`config.mk`:
```
export PLATFORM = sky130hd
export DESIGN_NAME = iot_byte_tx_flat
export DESIGN_NICKNAME = d
export VERILOG_FILES = /design/src/rtl/iot_pkg.sv /design/src/rtl/iot_byte_tx_if.sv /design/src/rtl/iot_word_fifo.sv /design/src/rtl/iot_byte_tx.sv /design/src/flat_wrapper.sv
export SDC_FILE = /design/constraint.sdc
export NUM_CORES = 1
export LEC_CHECK = 0
export BUFFER_PORTS_ARGS = -buffer_cell sky130_fd_sc_hd__clkbuf_2
export CAP_MARGIN = 5
export CELL_PAD_IN_SITES_DETAIL_PLACEMENT = 0
export CELL_PAD_IN_SITES_GLOBAL_PLACEMENT = 2
export CORE_MARGIN = 10
export CORE_UTILIZATION = 48
export CTS_BUF_LIST = sky130_fd_sc_hd__clkbuf_2
export DETAILED_ROUTE_END_ITERATION = 10
export GPL_TIMING_DRIVEN = 0
export PLACE_DENSITY_LB_ADDON = 0.1
export SLEW_MARGIN = 20
export SYNTH_ARGS = -nofsm -noshare
export SYNTH_HDL_FRONTEND = slang
export SYNTH_HIERARCHICAL = 1
export SYNTH_SLANG_ARGS = --single-unit
```
`constraint.sdc`:
```
create_clock -name clk -period 15.3 [get_ports clk]
set_clock_uncertainty 0.2 [all_clocks]
set_input_delay 2.295 -clock clk [delete_from_list [all_inputs] [get_ports clk]]
set_output_delay 2.295 -clock clk [all_outputs]
set_load 0.1 [all_outputs]
```
`src/rtl/iot_pkg.sv`:
```
// Shared constants, FSM state type and Gray encoder for the IoT byte transmitter.
package iot_pkg;
    localparam int BYTE_W         = 8;
    localparam int WORD_W         = 128;
    localparam int BYTES_PER_WORD = 16;
    localparam logic [2:0] FN_GRAY = 3'b001;

    typedef enum logic {IDLE, SEND} state_t;

    // Inverse of the receiver's Gray-to-binary conversion.
    function automatic logic [WORD_W-1:0] gray_enc(input logic [WORD_W-1:0] w);
        return w ^ (w >> 1);
    endfunction
endpackage

```
`src/rtl/iot_byte_tx_if.sv`:
```
// Upstream word handshake plus the receiver-facing byte interface.
interface iot_byte_tx_if;
    import iot_pkg::*;

    logic              word_valid;
    logic              word_ready;
    logic [WORD_W-1:0] word_in;
    logic [2:0]        fn_in;
    logic              busy;
    logic              in_en;
    logic [BYTE_W-1:0] iot_in;
    logic [2:0]        fn_sel;

    modport slave  (input  word_valid, word_in, fn_in, busy,
                    output word_ready, in_en, iot_in, fn_sel);
    modport master (output word_valid, word_in, fn_in, busy,
                    input  word_ready, in_en, iot_in, fn_sel);
endinterface

```
`src/rtl/iot_word_fifo.sv`:
```
// Synchronous word FIFO; pointers carry an extra wrap bit to tell full from empty.
module iot_word_fifo #(
    parameter int DEPTH = 4,
    parameter int WIDTH = 131
) (
    input  logic             clk,
    input  logic             rst,
    input  logic             push,
    input  logic             pop,
    input  logic             clr,
    input  logic [WIDTH-1:0] din,
    output logic             full,
    output logic             empty,
    output logic [WIDTH-1:0] head
);
    localparam int AW = $clog2(DEPTH);

    logic [AW:0]      wr_ptr;
    logic [AW:0]      rd_ptr;
    logic [WIDTH-1:0] mem [DEPTH];

    assign empty = (wr_ptr == rd_ptr);
    assign full  = (wr_ptr[AW] != rd_ptr[AW]) && (wr_ptr[AW-1:0] == rd_ptr[AW-1:0]);
    assign head  = mem[rd_ptr[AW-1:0]];

    always_ff @(posedge clk or posedge rst) begin
        if (rst) begin
            wr_ptr <= '0;
            rd_ptr <= '0;
        end else if (clr) begin
            wr_ptr <= '0;
            rd_ptr <= '0;
        end else begin
            if (push && !full)
                wr_ptr <= wr_ptr + (AW+1)'(1);
            if (pop && !empty)
                rd_ptr <= rd_ptr + (AW+1)'(1);
        end
    end

    // Storage needs no reset; only slots between the pointers are ever read.
    always_ff @(posedge clk) begin
        if (push && !full && !clr)
            mem[wr_ptr[AW-1:0]] <= din;
    end
endmodule

```
`src/rtl/iot_byte_tx.sv`:
```
// Buffers 128-bit words, optionally Gray-encodes them and streams each as 16
// MSB-first bytes to the IoT receiver, honouring its busy back-pressure.
module iot_byte_tx
    import iot_pkg::*;
#(
    parameter int DEPTH = 4,
    parameter int CNT_W = 16
) (
    input  logic             clk,
    input  logic             rst,
    iot_byte_tx_if.slave     bus,
    input  logic             flush,
    output logic             done,
    output logic [CNT_W-1:0] tx_count
);
    state_t              state;
    logic [WORD_W-1:0]   shreg;
    logic [3:0]          byte_idx;
    logic                fifo_full;
    logic                fifo_empty;
    logic                push;
    logic                pop;
    logic                consumed;
    logic                last_byte;
    logic [WORD_W+2:0]   fifo_head;
    logic [2:0]          head_fn;
    logic [WORD_W-1:0]   next_word;

    assign bus.word_ready = !fifo_full;
    assign push      = bus.word_valid && !fifo_full && !flush;
    assign consumed  = bus.in_en && !bus.busy;
    assign last_byte = (byte_idx == 4'(BYTES_PER_WORD - 1));
    assign pop       = !flush && !fifo_empty &&
                       ((state == IDLE) || (state == SEND && consumed && last_byte));
    assign head_fn   = fifo_head[WORD_W+2:WORD_W];
    assign next_word = (head_fn == FN_GRAY) ? gray_enc(fifo_head[WORD_W-1:0])
                                            : fifo_head[WORD_W-1:0];

    iot_word_fifo #(.DEPTH(DEPTH), .WIDTH(WORD_W + 3)) u_fifo (
        .clk   (clk),
        .rst   (rst),
        .push  (push),
        .pop   (pop),
        .clr   (flush),
        .din   ({bus.fn_in, bus.word_in}),
        .full  (fifo_full),
        .empty (fifo_empty),
        .head  (fifo_head)
    );

    // A pop at the last byte reloads the shift register at the same edge, so
    // back-to-back words stream with in_en held high.
    always_ff @(posedge clk or posedge rst) begin
        if (rst) begin
            state      <= IDLE;
            shreg      <= '0;
            byte_idx   <= '0;
            bus.in_en  <= 1'b0;
            bus.iot_in <= '0;
            bus.fn_sel <= '0;
            done       <= 1'b0;
            tx_count   <= '0;
        end else begin
            done <= 1'b0;
            if (flush) begin
                state     <= IDLE;
                bus.in_en <= 1'b0;
                byte_idx  <= '0;
            end else if (pop) begin
                shreg      <= next_word;
                bus.iot_in <= next_word[WORD_W-1 -: BYTE_W];
                bus.fn_sel <= head_fn;
                byte_idx   <= '0;
                bus.in_en  <= 1'b1;
                state      <= SEND;
                if (state == SEND) begin
                    done     <= 1'b1;
                    tx_count <= tx_count + CNT_W'(1);
                end
            end else if (state == SEND && consumed) begin
                if (last_byte) begin
                    state     <= IDLE;
                    bus.in_en <= 1'b0;
                    done      <= 1'b1;
                    tx_count  <= tx_count + CNT_W'(1);
                end else begin
                    shreg      <= shreg << BYTE_W;
                    bus.iot_in <= shreg[WORD_W-BYTE_W-1 -: BYTE_W];
                    byte_idx   <= byte_idx + 4'd1;
                end
            end
        end
    end
endmodule

```
`src/flat_wrapper.sv`:
```
// flat-port wrapper written by rule: the top's interface ports become plain ports
module iot_byte_tx_flat import iot_pkg::*;
#(
    parameter int DEPTH = 4,
    parameter int CNT_W = 16
)
  (clk, rst, flush, done, tx_count, bus_word_valid, bus_word_in, bus_fn_in, bus_busy, bus_word_ready, bus_in_en, bus_iot_in, bus_fn_sel);
  iot_byte_tx_if bus_i ();
  input  logic clk;
  input  logic rst;
  input  logic flush;
  output logic done;
  output logic [CNT_W-1:0] tx_count;
  input wire logic [$bits(bus_i.word_valid)-1:0] bus_word_valid;
  input wire logic [$bits(bus_i.word_in)-1:0] bus_word_in;
  input wire logic [$bits(bus_i.fn_in)-1:0] bus_fn_in;
  input wire logic [$bits(bus_i.busy)-1:0] bus_busy;
  output wire logic [$bits(bus_i.word_ready)-1:0] bus_word_ready;
  output wire logic [$bits(bus_i.in_en)-1:0] bus_in_en;
  output wire logic [$bits(bus_i.iot_in)-1:0] bus_iot_in;
  output wire logic [$bits(bus_i.fn_sel)-1:0] bus_fn_sel;
  assign bus_i.word_valid = bus_word_valid;
  assign bus_i.word_in = bus_word_in;
  assign bus_i.fn_in = bus_fn_in;
  assign bus_i.busy = bus_busy;
  assign bus_word_ready = bus_i.word_ready;
  assign bus_in_en = bus_i.in_en;
  assign bus_iot_in = bus_i.iot_in;
  assign bus_fn_sel = bus_i.fn_sel;
  iot_byte_tx #(.DEPTH(DEPTH), .CNT_W(CNT_W)) u_core (.clk(clk), .rst(rst), .bus(bus_i), .flush(flush), .done(done), .tx_count(tx_count));
endmodule
```
# After elaboration in Yosys (flattened, before gate mapping)

Memory sizes are Yosys's and may differ from the RTL's.
Index checks and enable logic that the tools add are counted.

Register bits: 159
RAM bits: 524
Input bits: 136
Output and inout port bits: 30
Word-level logic and storage cells: 82
Memories kept: 1

Memory list:

| name              | words | bits a word | read ports | clocked after memory_dff | wr ports | line                | source |
|---|---|---|---|---|---|---|---|
| u_core.u_fifo.mem | 4     | 131         | 1          | 0                        | 1        | iot_word_fifo.sv:20 | `logic [WIDTH-1:0] mem [DEPTH];` |

Add/subtract/negate cells: 4
Equal/unequal tests: 8
Muxes and demuxes: 30
Bitwise operators: 3
Reductions and logical operators: 27

Operators by type and width:

| cell                                                 | number |
|---|---|
| two-way mux 120 bit                                  | 3 |
| two-way mux 128 bit                                  | 1 |
| XOR 128 x 127 -> 128 bit                             | 1 |
| two-way mux 16 bit                                   | 4 |
| two-way mux 8 bit                                    | 3 |
| adder 16 x 1 -> 16 bit (second input constant)       | 1 |
| two-way mux 4 bit                                    | 4 |
| two-way mux 3 bit                                    | 4 |
| logical AND 1 bit                                    | 11 |
| two-way mux 1 bit                                    | 11 |
| nonzero test 2 bit                                   | 4 |
| adder 3 x 1 -> 3 bit (second input constant)         | 2 |
| AND reduction 2 bit                                  | 3 |
| nonzero test 3 bit                                   | 2 |
| adder 4 x 1 -> 4 bit (second input constant)         | 1 |
| equality test 4 bit (second input constant)          | 1 |
| zero test 1 bit                                      | 4 |
| AND reduction 4 bit                                  | 1 |
| equality test 3 x 1 -> 1 bit (second input constant) | 1 |
| equality test 3 bit                                  | 1 |
| != test 3 bit (second input constant)                | 1 |
| AND reduction 3 bit                                  | 1 |
| equality test 2 bit                                  | 1 |
| != test 2 x 1 -> 1 bit (second input constant)       | 1 |
| 4 further kinds                                      | 5 |

# Depth between registers and ports, before layout

Gate-level depths: netlist of run 1.

Depth after elaboration: 9
Mapped depth: 10
Depth with buffers taken out: 8

# Cells and area by module

The synthesis of run 1 kept the hierarchy.

By module, submodules not included:

| module        | instances | cells an instance | area an instance (µm²) | seq. area each (µm²) |
|---|---|---|---|---|
| iot_word_fifo | 1         | 749               | 19,413.6               | 15,885.2 |
| iot_byte_tx   | 1         | 792               | 8,762.2                | 3,828.7 |

# Least setup slack after synthesis of run 1

OpenSTA, ideal clock, no wires.

Kind: input to register
From: in flush
To: mem u_core.u_fifo.mem[0][0], enable pin
Library setup time: 0.856 ns
Arrival time: 12.791 ns
Required time: 14.244 ns
Path slack: 1.452 ns
Stages: 3
Buffers on the path: 0
Path through: nor3b_1 -> nand2b_1 -> a311oi_1

Longest elaborated chain between the ends: 6

Ends and longest elaborated chain:

| item                                        | line                                   | source |
|---|---|---|
| from (decl)                                 | flat_wrapper.sv:11                     | `input logic flush;` |
| zero test 1 bit (*)                         | iot_word_fifo.sv:43, iot_byte_tx.sv:30 |  |
| logical AND 1 bit                           | iot_byte_tx.sv:30                      | `assign push = bus.word_valid && !fifo_full && !flush;` |
| logical AND 1 bit                           | iot_word_fifo.sv:43                    | `if (push && !full && !clr)` |
| logical AND 1 bit (*)                       | iot_word_fifo.sv:43                    |  |
| two-way mux 1 bit (*)                       | iot_word_fifo.sv:43                    |  |
| two-way mux 1 bit (implied by the code) (*) | iot_word_fifo.sv:44                    | `mem[wr_ptr[AW-1:0]] <= din;` |
| to (decl)                                   | iot_word_fifo.sv:20                    |  |

Mark *: on every way between the ends. The rest lies on a longest branch, timed or not.

# Worst setup path in the final report of run 1

From: reg u_core.u_fifo.rd_ptr[1]
To: out bus_word_ready

Longest elaborated chain between the ends: 3

Ends and longest elaborated chain:

| item                   | line                | source |
|---|---|---|
| from (decl)            | iot_word_fifo.sv:19 | `logic [AW:0] rd_ptr;` |
| from (signal assigned) | iot_word_fifo.sv:37 | `rd_ptr <= rd_ptr + (AW+1)'(1);` |
| equality test 2 bit    | iot_word_fifo.sv:23 | `assign full = (wr_ptr[AW] != rd_ptr[AW]) && (wr_ptr[AW-1:0] == rd_ptr[AW-1:0]);` |
| logical AND 1 bit      | iot_word_fifo.sv:23 |  |
| net u_core.fifo_full   | iot_byte_tx.sv:19   | `logic fifo_full;` |
| zero test 1 bit        | iot_byte_tx.sv:29   | `assign bus.word_ready = !fifo_full;` |
| to (decl)              | flat_wrapper.sv:18  | `output wire logic [$bits(bus_i.word_ready)-1:0] bus_word_ready;` |

The timed path passes the listed nets, and every way through them passes these cells.

==> results.toml, run 1 <==
[power_and_ir_drop]
p_per_area_mw_per_mm2 = 144
p_int_mw = 3.17
vdd_drop_max_uv = 76.6
p_sw_share_pct = 31.4
combPwrFrac_pct = 22.6
power.share.clock_pct = 26.6
p_switching_mw = 1.45
finalPower_mw = 4.63
seqPwrFrac_pct = 50.8
leakage_nw = 12.7

[logic_synthesis]
netlist_area_sq_mm = 0.0282
synthAdderAreaFrac_pct = 0.311
synth_seq_cells = 683
synth-compound-area-share_pct = 0.746
synth_cell_type_count = 41
synth_top_area_cell = "edfxtp_1"
synth_xor_area_share_pct = 4.75
synthSimpleGateAreaFrac_pct = 3.25
synth_ff_type = "edfxtp_1"
synthMuxAreaShare_pct = 19.0
syn_nets = 1684
yosysWarnings = 6
synth_top_area_share_pct = 55.8
avgSynthCellArea_sq_um = 18.3
synth.area.top_cells = "edfxtp_1 (56%), dfrtp_1 (14%), mux4_2 (10%), mux2i_1 (8.5%), xor2_1 (4.4%)"
ys_seq_area_share_pct = 70.0
async_flop_share_pct = 23.3
synth_top_family_by_area = "multiplexers"
synth_edf_count = 524
syn_inst = 1541

[routing]
detail-route-antenna-nets = 0
first_pass_iters = 5
drt_iter0_drc = 946
drc = 0
drt_wl_total_um = 60000
dr_total_vias = 14700
routedWlPerCell_um = 21.2
avgViaCountPerCell = 5.19

[setup_path]
critical-path-top-delay-family = "buffers and inverters"
required_ns = 12.81
r2r_cells = 10
reg2reg_from = "u_core/u_fifo/rd_ptr[1]"
end_kind = "primary output"
cp_max_fo = 10
path_class = "flip-flop to primary output"
r2r_slack_ns = 11.14
cp-endpoint = "bus_word_ready"
cp_num_cells = 6
slowest_delay_ns = 0.44
critPathLaunch = "u_core/u_fifo/rd_ptr[1]"
start_kind = "flip-flop"
path_buf_inv = 3
worstReg2RegEnd = "u_core/u_fifo/mem[0][90]"
crit_arrival_ns = 3.39
crit_chain = "buf_2 -> xnor2_2 -> nand2_1 -> nor2_1 -> inv_1 -> clkbuf_2"
cpMaxStageDelayCell = "xnor2_2"

[global_routing]
antenna_found_initial = 4
grt_pass1_vias = 16000
grt_pass1_wl_um = 93300
grtUsageTotal_pct = 17.6
grt_max_degree = 82
overflow = 0

[sta]
tns_ns = 0
finalCritPeriodShare_pct = 38.5
fmax_mhz = 170
slew_viol_final = 0
relSlewSlack_pct = 40.6
fin_ws_ns = 9.42
fin_crit_ns = 5.88
worst_pin_slew_ns = 0.890
hold_viol = 0
rsz0062_at_grt = "false"
setup_viol = 0

[floorplan]
pin_count = 166
die_h_um = 262
die_area_sq_mm = 0.0688
die-width_um = 262
start_util_pct = 48.6
core_area_sq_mm = 0.0579
rows = 88

[placed_design]
port_buffers = 165
place_ws_ns = 10.03
dp_hpwl_um = 40300
placed_area_sq_mm = 0.0304
placed_cells = 2494
place.gp.congestion = 0.746

[clocking]
cts-resized-gates = 0
clk_path_buf_depth = 3
cts-root-buf = "clkbuf_2"
cts_tree = "built"
numCtsBuffers = 174
cts_setup_buffers = 0
cts_sinks = 683
path_clk_slew_ns = 0.10
clk_latency_ns = 1.35
cts_max_level = 4
hold_buffers = 0

[finish]
fin_cells = 2827
num-nets-final = 2048
drive_gt1_share_pct = 33.0
final_common_cell = "edfxtp_1"
final_cell_mix = "edfxtp_1 (524), clkbuf_2 (438), mux2i_1 (238)"
syn2layout_area_growth_pct = 13.9
design_area_sq_mm = 0.0321
final.fill_count = 4823

[run_status]
status = "finished clean"

[job]
max-cap-violations = 0

[min_path]
min_path_type = "flip-flop to flip-flop"
## worst min-delay path by stage
stage                                   start                   to  slack (ns)  depth (start not counted)
after floorplan               u_core/shreg[0]      u_core/shreg[0]        0.27                          2
after global placement    u_core/tx_count[15]  u_core/tx_count[15]        0.27                          1
after detailed placement  u_core/tx_count[15]  u_core/tx_count[15]        0.27                          1
after CTS                 u_core/tx_count[15]  u_core/tx_count[15]        0.28                          1
after global routing      u_core/tx_count[15]  u_core/tx_count[15]        0.31                          1
final                     u_core/tx_count[15]  u_core/tx_count[15]        0.28                          1
## cell families after synthesis
group	Yosys count
AOI/OAI and AO/OA	31
DFF	683
xor gates and xnor gates	151
buffers and inverters	88
adders and majority gates	7
and+or+nand+nor	209
muxes	372
## registers in the layout (all words and copies together) (netlist names)
register              flops
u_core/u_fifo/wr_ptr      3
u_core/bus.fn_sel         3
u_core/u_fifo/rd_ptr      3
u_core/shreg            120
u_core/tx_count          16
u_core/state              1
u_core/bus.iot_in         8
u_core/u_fifo/mem       524
u_core/done               1
u_core/byte_idx           4
## cell type report
class / instances / area (sq um) / area share (%)
sequential: 683 / 19700 / 61.4
multi-input combinational: 770 / 7940 / 24.7
clock buffer: 273 / 1370 / 4.26
timing repair buffer: 188 / 1270 / 3.95
tap: 765 / 957 / 2.98
buffer: 76 / 500 / 1.56
clock inverter: 50 / 265 / 0.827
inverter: 12 / 52.6 / 0.164
antenna: 10 / 25.0 / 0.0780
## power by group through the flow
stage	registers (mW)	clock network, mW	logic [mW]
3_3_place_gp	2.41	0	1.04
6_report	2.35	1.23	1.04
5_1_grt	2.37	1.40	1.15
3_5_place_dp	2.40	0	1.06
2_1_floorplan	2.44	0	0.713
4_1_cts	2.36	1.29	1.07
## synth_stat cells (7+ instances only)
master	n
mux2i_1	238
buf_2	22
edfxtp_1	524
buf_1	11
nand3_1	19
buf_6	16
mux4_2	131
xor2_1	140
xnor2_1	9
nand4_1	8
buf_4	18
inv_1	12
clkbuf_1	9
o21ai_0	12
ha_1	7
nand2_1	141
dfrtp_1	159
nor2_1	10
## metrics by stage
stage,util (%),hold slack [ns]
floorplan,-,0.269
global placement,51.7,0.267
detailed placement,52.5,0.266
CTS,55.4,0.285
global route,55.4,0.313
finish,55.4,0.282
## worst register-to-register path, delay by kind of cell, from the launching register on
family	cells	cell delay (ns)
flip-flops	1	0.41
AO/OA/AOI/OAI	1	0.75
XOR/XNOR	1	0.24
AND/OR/NAND/NOR	4	1.16
buffers and inverters	4	1.11
## metal layers
metal	global-route usage [%]	vias to the layer above	wire (um)
met4	6.19	4	1030
met3	4.67	93	2580
met2	28.9	298	30200
met5	0	-	14
met1	22.4	7450	26200
li1	-	6816	-
(Power assumes the default switching activity.)
==> run 2: changes to the inputs <==
ABC_AREA = 1   (was unset)
CORE_UTILIZATION = 38   (was 48)
clock period = 4.77 ns   (was 15.3 ns; I/O delays follow)
==> results.toml, run 2 <==
[run_status]
status = "finished clean"

[clocking]
cts_setup_buffers = 0
cts_sinks = 683
clk_path_buf_depth = 3
numCtsBuffers = 178
cts-root-buf = "clkbuf_2"
path_clk_slew_ns = 0.11
cts_tree = "built"
cts-resized-gates = 0
clk_latency_ns = 1.34
cts_max_level = 4

[routing]
drt_wl_total_um = 88600
drt_iter0_drc = 1549
drc = 0
dr_total_vias = 22900
avgViaCountPerCell = 5.03
routedWlPerCell_um = 19.4
first_pass_iters = 7
detail-route-antenna-nets = 0

[sta]
slew_viol_final = 0
hold_viol = 0
fmax_mhz = 238
fin_ws_ns = 0.573
rsz0062_at_grt = "false"
relSlewSlack_pct = 43.5
fin_crit_ns = 4.20
tns_ns = 0
worst_pin_slew_ns = 0.848
setup_viol = 0
finalCritPeriodShare_pct = 88.0

[global_routing]
grt_pass1_wl_um = 138000
grtUsageTotal_pct = 19.5
overflow = 0
antenna_found_initial = 12
grt_max_degree = 32
grt_pass1_vias = 23800

[floorplan]
core_area_sq_mm = 0.0777
die_h_um = 301
die-width_um = 301
start_util_pct = 38.5
die_area_sq_mm = 0.0904
pin_count = 166
rows = 102

[logic_synthesis]
yosysWarnings = 6
avgSynthCellArea_sq_um = 11.0
synth_top_family_by_area = "simple AND/OR/NAND/NOR gates"
syn_inst = 2732
async_flop_share_pct = 23.3
synth_seq_cells = 683
synth_top_area_cell = "edfxtp_1"
synth-compound-area-share_pct = 11.0
synth_most_common_cell = "nand2_1"
syn_nets = 2875
synth_top_area_share_pct = 52.6
synth.area.top_cells = "edfxtp_1 (53%), dfrtp_1 (13%), o21ai_0 (7.7%), nand2_1 (6.6%), nor2_1 (3.6%)"
ys_seq_area_share_pct = 65.8
synthSimpleGateAreaFrac_pct = 15.7
synth_ff_type = "edfxtp_1"
synthAdderAreaFrac_pct = 0.293
synth_edf_count = 524
synthTopCellsByCount = "nand2_1 (530), edfxtp_1 (524), o21ai_0 (462)"
synth_cell_type_count = 28
synthMuxAreaShare_pct = 0
synth_xor_area_share_pct = 3.31
netlist_area_sq_mm = 0.0299

[setup_path]
crit_chain = "buf_6 -> inv_2 -> buf_2 -> buf_2 -> nor2_1 -> o22ai_1 -> nand3_2 -> buf_2 -> buf_2 -> buf_2 -> nand2_1 -> o21ai_0 -> o21ai_0 -> nand2_1"
cp_common_cell = "buf_2"
required_ns = 5.75
cpMaxStageDelayCell = "buf_2"
critical-path-top-delay-family = "buffers and inverters"
start_kind = "flip-flop"
path_class = "flip-flop to flip-flop"
end_kind = "flip-flop"
cp_max_fo = 10
slowest_delay_ns = 0.51
crit_arrival_ns = 5.18
path_buf_inv = 7

[placed_design]
port_buffers = 165
dp_hpwl_um = 59600
place_ws_ns = 0.414
place.gp.congestion = 0.801
placed_cells = 3971
placed_area_sq_mm = 0.0329

[finish]
syn2layout_area_growth_pct = 24.4
largest_reg_flops = 524
final_cell_mix = "nand2_1 (530), edfxtp_1 (524), o21ai_0 (462)"
final_common_cell = "nand2_1"
drive_gt1_share_pct = 18.4
fin_cells = 4561
num-nets-final = 3525
design_area_sq_mm = 0.0372

[power_and_ir_drop]
leakage_nw = 15.1
vdd_drop_max_uv = 232
finalPower_mw = 13.4
p_per_area_mw_per_mm2 = 361

[job]
max-cap-violations = 0

[min_path]
min_path_type = "primary input to asynchronous set/reset pin"
## run 2: cell types whose count changed after synthesis, sizes merged, moves of 88 or more
cell	previous run	this run
nor2	10	288
o21ai	12	490
clkbuf	9	97
o22ai	0	131
mux2i	238	0
nand3	19	225
mux4	131	0
xnor2	11	107
nand2	141	530
xor2	140	6
## run 2: cell families after synthesis
logic type | count (synthesis)
adder cells (fa/ha/maj) | 7
XOR/XNOR | 113
buffers and inverters | 248
AO/OA/AOI/OAI | 625
AND/OR/NAND/NOR | 1056
flip-flops | 683
## run 2: worst paths after layout
path,startpoint,endpoint,slack [ns],cells after the start
worst max-delay path,u_core/u_fifo/rd_ptr[0],u_core/shreg[76],0.57,14
worst min-delay path,rst,u_core/u_fifo/rd_ptr[0],0.29,4
worst max register to register,u_core/u_fifo/rd_ptr[0],u_core/shreg[76],0.57,14
worst min register to register,u_core/shreg[6],u_core/shreg[6],0.32,2
max in group asynchronous,rst,u_core/shreg[57],2.94,7
min in group clk,u_core/shreg[6],u_core/shreg[6],0.32,2
## run 2: final cells by class
| type | count | area, sq um |
|---|---|---|
| diodes | 8 | 20.0 |
| plain buffers | 186 | 923 |
| clock buffers | 247 | 1240 |
| clock inverters | 64 | 412 |
| fillers | 7320 | 40500 |
| inverters | 62 | 236 |
| multi-input cells | 1801 | 9100 |
| flip-flops and latches | 683 | 19700 |
| well taps | 1040 | 1300 |
| repair buffers | 470 | 4300 |
## run 2: per-layer routing
metal,up-vias,share of wire (%),wire [um],GRT usage [%]
li1,11000,-,-,-
met1,11200,43,38500,24.6
met2,560,50,43900,33.2
met3,140,4.9,4380,4.10
met4,10,2.0,1770,6.39
met5,-,0.062,55,0
## run 2: power by group
group	switching [mW]	total (mW)	internal, mW
Sequential	0.396	7.37	6.97
Clock	2.42	4.11	1.68
Combinational	1.21	1.97	0.757
Total	4.03	13.4	9.41
## run 2: per-stage QoR
stage                     util, %  hold slack [ns]
after floorplan                 -            0.267
after global placement       41.3            0.293
after detailed placement     42.3            0.296
after CTS                    47.9           0.0822
after global routing         47.9            0.137
final                        47.9            0.288
## run 2: worst reg2reg max path: stages (launching register included)
cell and delay (ns):
dfrtp_1 0.46, buf_6 0.20, inv_2 0.08, buf_2 0.51
buf_2 0.38, nor2_1 0.07, o22ai_1 0.28, nand3_2 0.44
buf_2 0.43, buf_2 0.28, buf_2 0.23, nand2_1 0.06
o21ai_0 0.16, o21ai_0 0.21, nand2_1 0.07
## run 2: what timing repair did
action,4_1_cts,5_1_grt
endpoints found under the hold margin,787,0
setup endpoints to repair,0,0
hold buffers,271,0
==> run 3: changes to the inputs <==
BUFFER_PORTS_ARGS = unset   (was -buffer_cell sky130_fd_sc_hd__clkbuf_2)
CORE_UTILIZATION = 31   (was 38)
DONT_BUFFER_PORTS = 1   (was unset)
==> results.toml, run 3 (synthesis results as in run 2) <==
[power_and_ir_drop]
p_switching_mw = 4.16
p_sw_share_pct = 30.5
vdd_drop_max_uv = 183
p_int_mw = 9.46
p_per_area_mw_per_mm2 = 369
seqPwrFrac_pct = 56.7
finalPower_mw = 13.6
combPwrFrac_pct = 11.3
leakage_nw = 14.6
power.share.clock_pct = 31.9

[routing]
first_pass_iters = 5
drt_iter0_drc = 1539
drt_wl_total_um = 94500
avgViaCountPerCell = 4.81
dr_total_vias = 22400
detail-route-antenna-nets = 0
routedWlPerCell_um = 20.3
drc = 0

[sta]
fin_crit_ns = 4.43
slew_viol_final = 0
relSlewSlack_pct = 22.6
worst_pin_slew_ns = 1.16
tns_ns = 0
rsz0062_at_grt = "false"
hold_viol = 0
fin_ws_ns = 0.343
setup_viol = 0
fmax_mhz = 226
finalCritPeriodShare_pct = 92.8

[finish]
final_common_cell = "nand2_1"
multi_input_area_sq_mm = 0.00910
seqCellArea_sq_mm = 0.0197
design_area_sq_mm = 0.0370
final.fill_count = 9456
final_cell_mix = "nand2_1 (530), edfxtp_1 (524), o21ai_0 (462)"
post-route-util_pct = 38.7
syn2layout_area_growth_pct = 23.4
largest_reg_flops = 524
drive_gt1_share_pct = 15.3
num-nets-final = 3382

[job]
max-cap-violations = 0

[setup_path]
cp_common_cell = "buf_2"
cpMaxStageDelayCell = "clkbuf_1"
r2r_cells = 13
end_kind = "flip-flop"
crit_arrival_ns = 5.49
path_buf_inv = 6
start_kind = "flip-flop"
critical-path-top-delay-family = "buffers and inverters"
slowest_delay_ns = 0.54
required_ns = 5.84
crit_chain = "buf_2 -> inv_2 -> clkbuf_1 -> o21ai_0 -> o22ai_1 -> nand3_2 -> buf_2 -> buf_2 -> buf_2 -> nand2_1 -> o21ai_0 -> o21ai_0 -> nand2_1"
cp_max_fo = 10
path_class = "flip-flop to flip-flop"
cp_num_cells = 13

[placed_design]
placed_area_sq_mm = 0.0323
place.gp.congestion = 0.754
port_buffers = 0
place_ws_ns = -0.0874
dp_hpwl_um = 63500

[global_routing]
grt_pass1_wl_um = 144000
grt_max_degree = 31
grtUsageTotal_pct = 17.3
grt_pass1_vias = 23500
overflow = 0
antenna_found_initial = 6

[clocking]
clk_path_buf_depth = 3
path_clk_slew_ns = 0.10
clk_latency_ns = 1.45
numCtsBuffers = 187
cts_sinks = 683
cts_max_level = 4
cts_tree = "built"
cts-root-buf = "clkbuf_2"
cts-resized-gates = 0

[min_path]
hold_depth = 2
min_path_type = "primary input to flip-flop"

[floorplan]
pin_count = 166
die_area_sq_mm = 0.109
rows = 113
die-width_um = 331
die_h_um = 331
start_util_pct = 31.4
core_area_sq_mm = 0.0954

[run_status]
status = "finished clean"
## run 3: cell types whose count changed in the layout (fill, tap and decap cells not counted)
cell / before / now
clkbuf_2: 412 / 267
buf_4: 6 / 16
clkinv_2: 10 / 20
diode_2: 8 / 4
clkinv_4: 4 / 1
dlygate4sd3_1: 271 / 274
clkinv_1: 42 / 44
inv_2: 4 / 6
buf_16: 12 / 13
buf_8: 2 / 1
## run 3: worst paths after layout
path	from	endpoint	slack, ns
worst max-delay path	u_core/u_fifo/rd_ptr[1]	u_core/shreg[75]	0.34
worst min-delay path	bus_word_in[5]	u_core/u_fifo/mem[3][5]	0.31
worst max register to register	u_core/u_fifo/rd_ptr[1]	u_core/shreg[75]	0.34
worst min register to register	u_core/shreg[35]	u_core/shreg[35]	0.31
max in group asynchronous	rst	u_core/shreg[43]	2.63
min in group asynchronous	rst	u_core/u_fifo/rd_ptr[2]	0.57
## run 3: per-stage QoR
| stage | hold WS [ns] | instances |
|---|---|---|
| CTS | 0.0419 | 4657 |
| detailed placement | 0.295 | 4031 |
| floorplan | 0.267 | 2732 |
| global route | 0.113 | 4659 |
| global placement | 0.293 | 3997 |
| finish | 0.308 | 4661 |
## run 3: layer usage
metal | track usage [%] | up-vias | share of wire, %
li1 | - | 10800 | -
met1 | 21.9 | 11000 | 44
met2 | 29.0 | 498 | 49
met3 | 3.94 | 174 | 5.2
met4 | 5.84 | 8 | 2.4
met5 | 0 | - | 0.040
## run 3: repair_timing
item	in CTS	in global routing
endpoints found under the setup margin	53	0
hold buffers	274	0
buffers inserted	10	0
hold endpoints to repair	1140	0
## run 3: final cells by class
type                       count  share of cell area (%)
sequential                   683                    53.4
multi-input combinational   1801                    24.6
buffer                       186                    2.50
timing repair buffer         318                    9.73
inverter                      62                   0.640
clock inverter                75                    1.22
antenna                        4                  0.0271
tap                         1265                    4.28
clock buffer                 267                    3.62
## run 3: power by group through the flow
| stage | clock network, mW | logic [mW] | registers, mW |
|---|---|---|---|
| after floorplan | 0 | 0.982 | 7.70 |
| after global placement | 0 | 1.27 | 7.87 |
| after detailed placement | 0 | 1.33 | 7.87 |
| after CTS | 4.56 | 1.58 | 7.73 |
| after global routing | 4.90 | 1.77 | 7.81 |
| final | 4.35 | 1.54 | 7.73 |
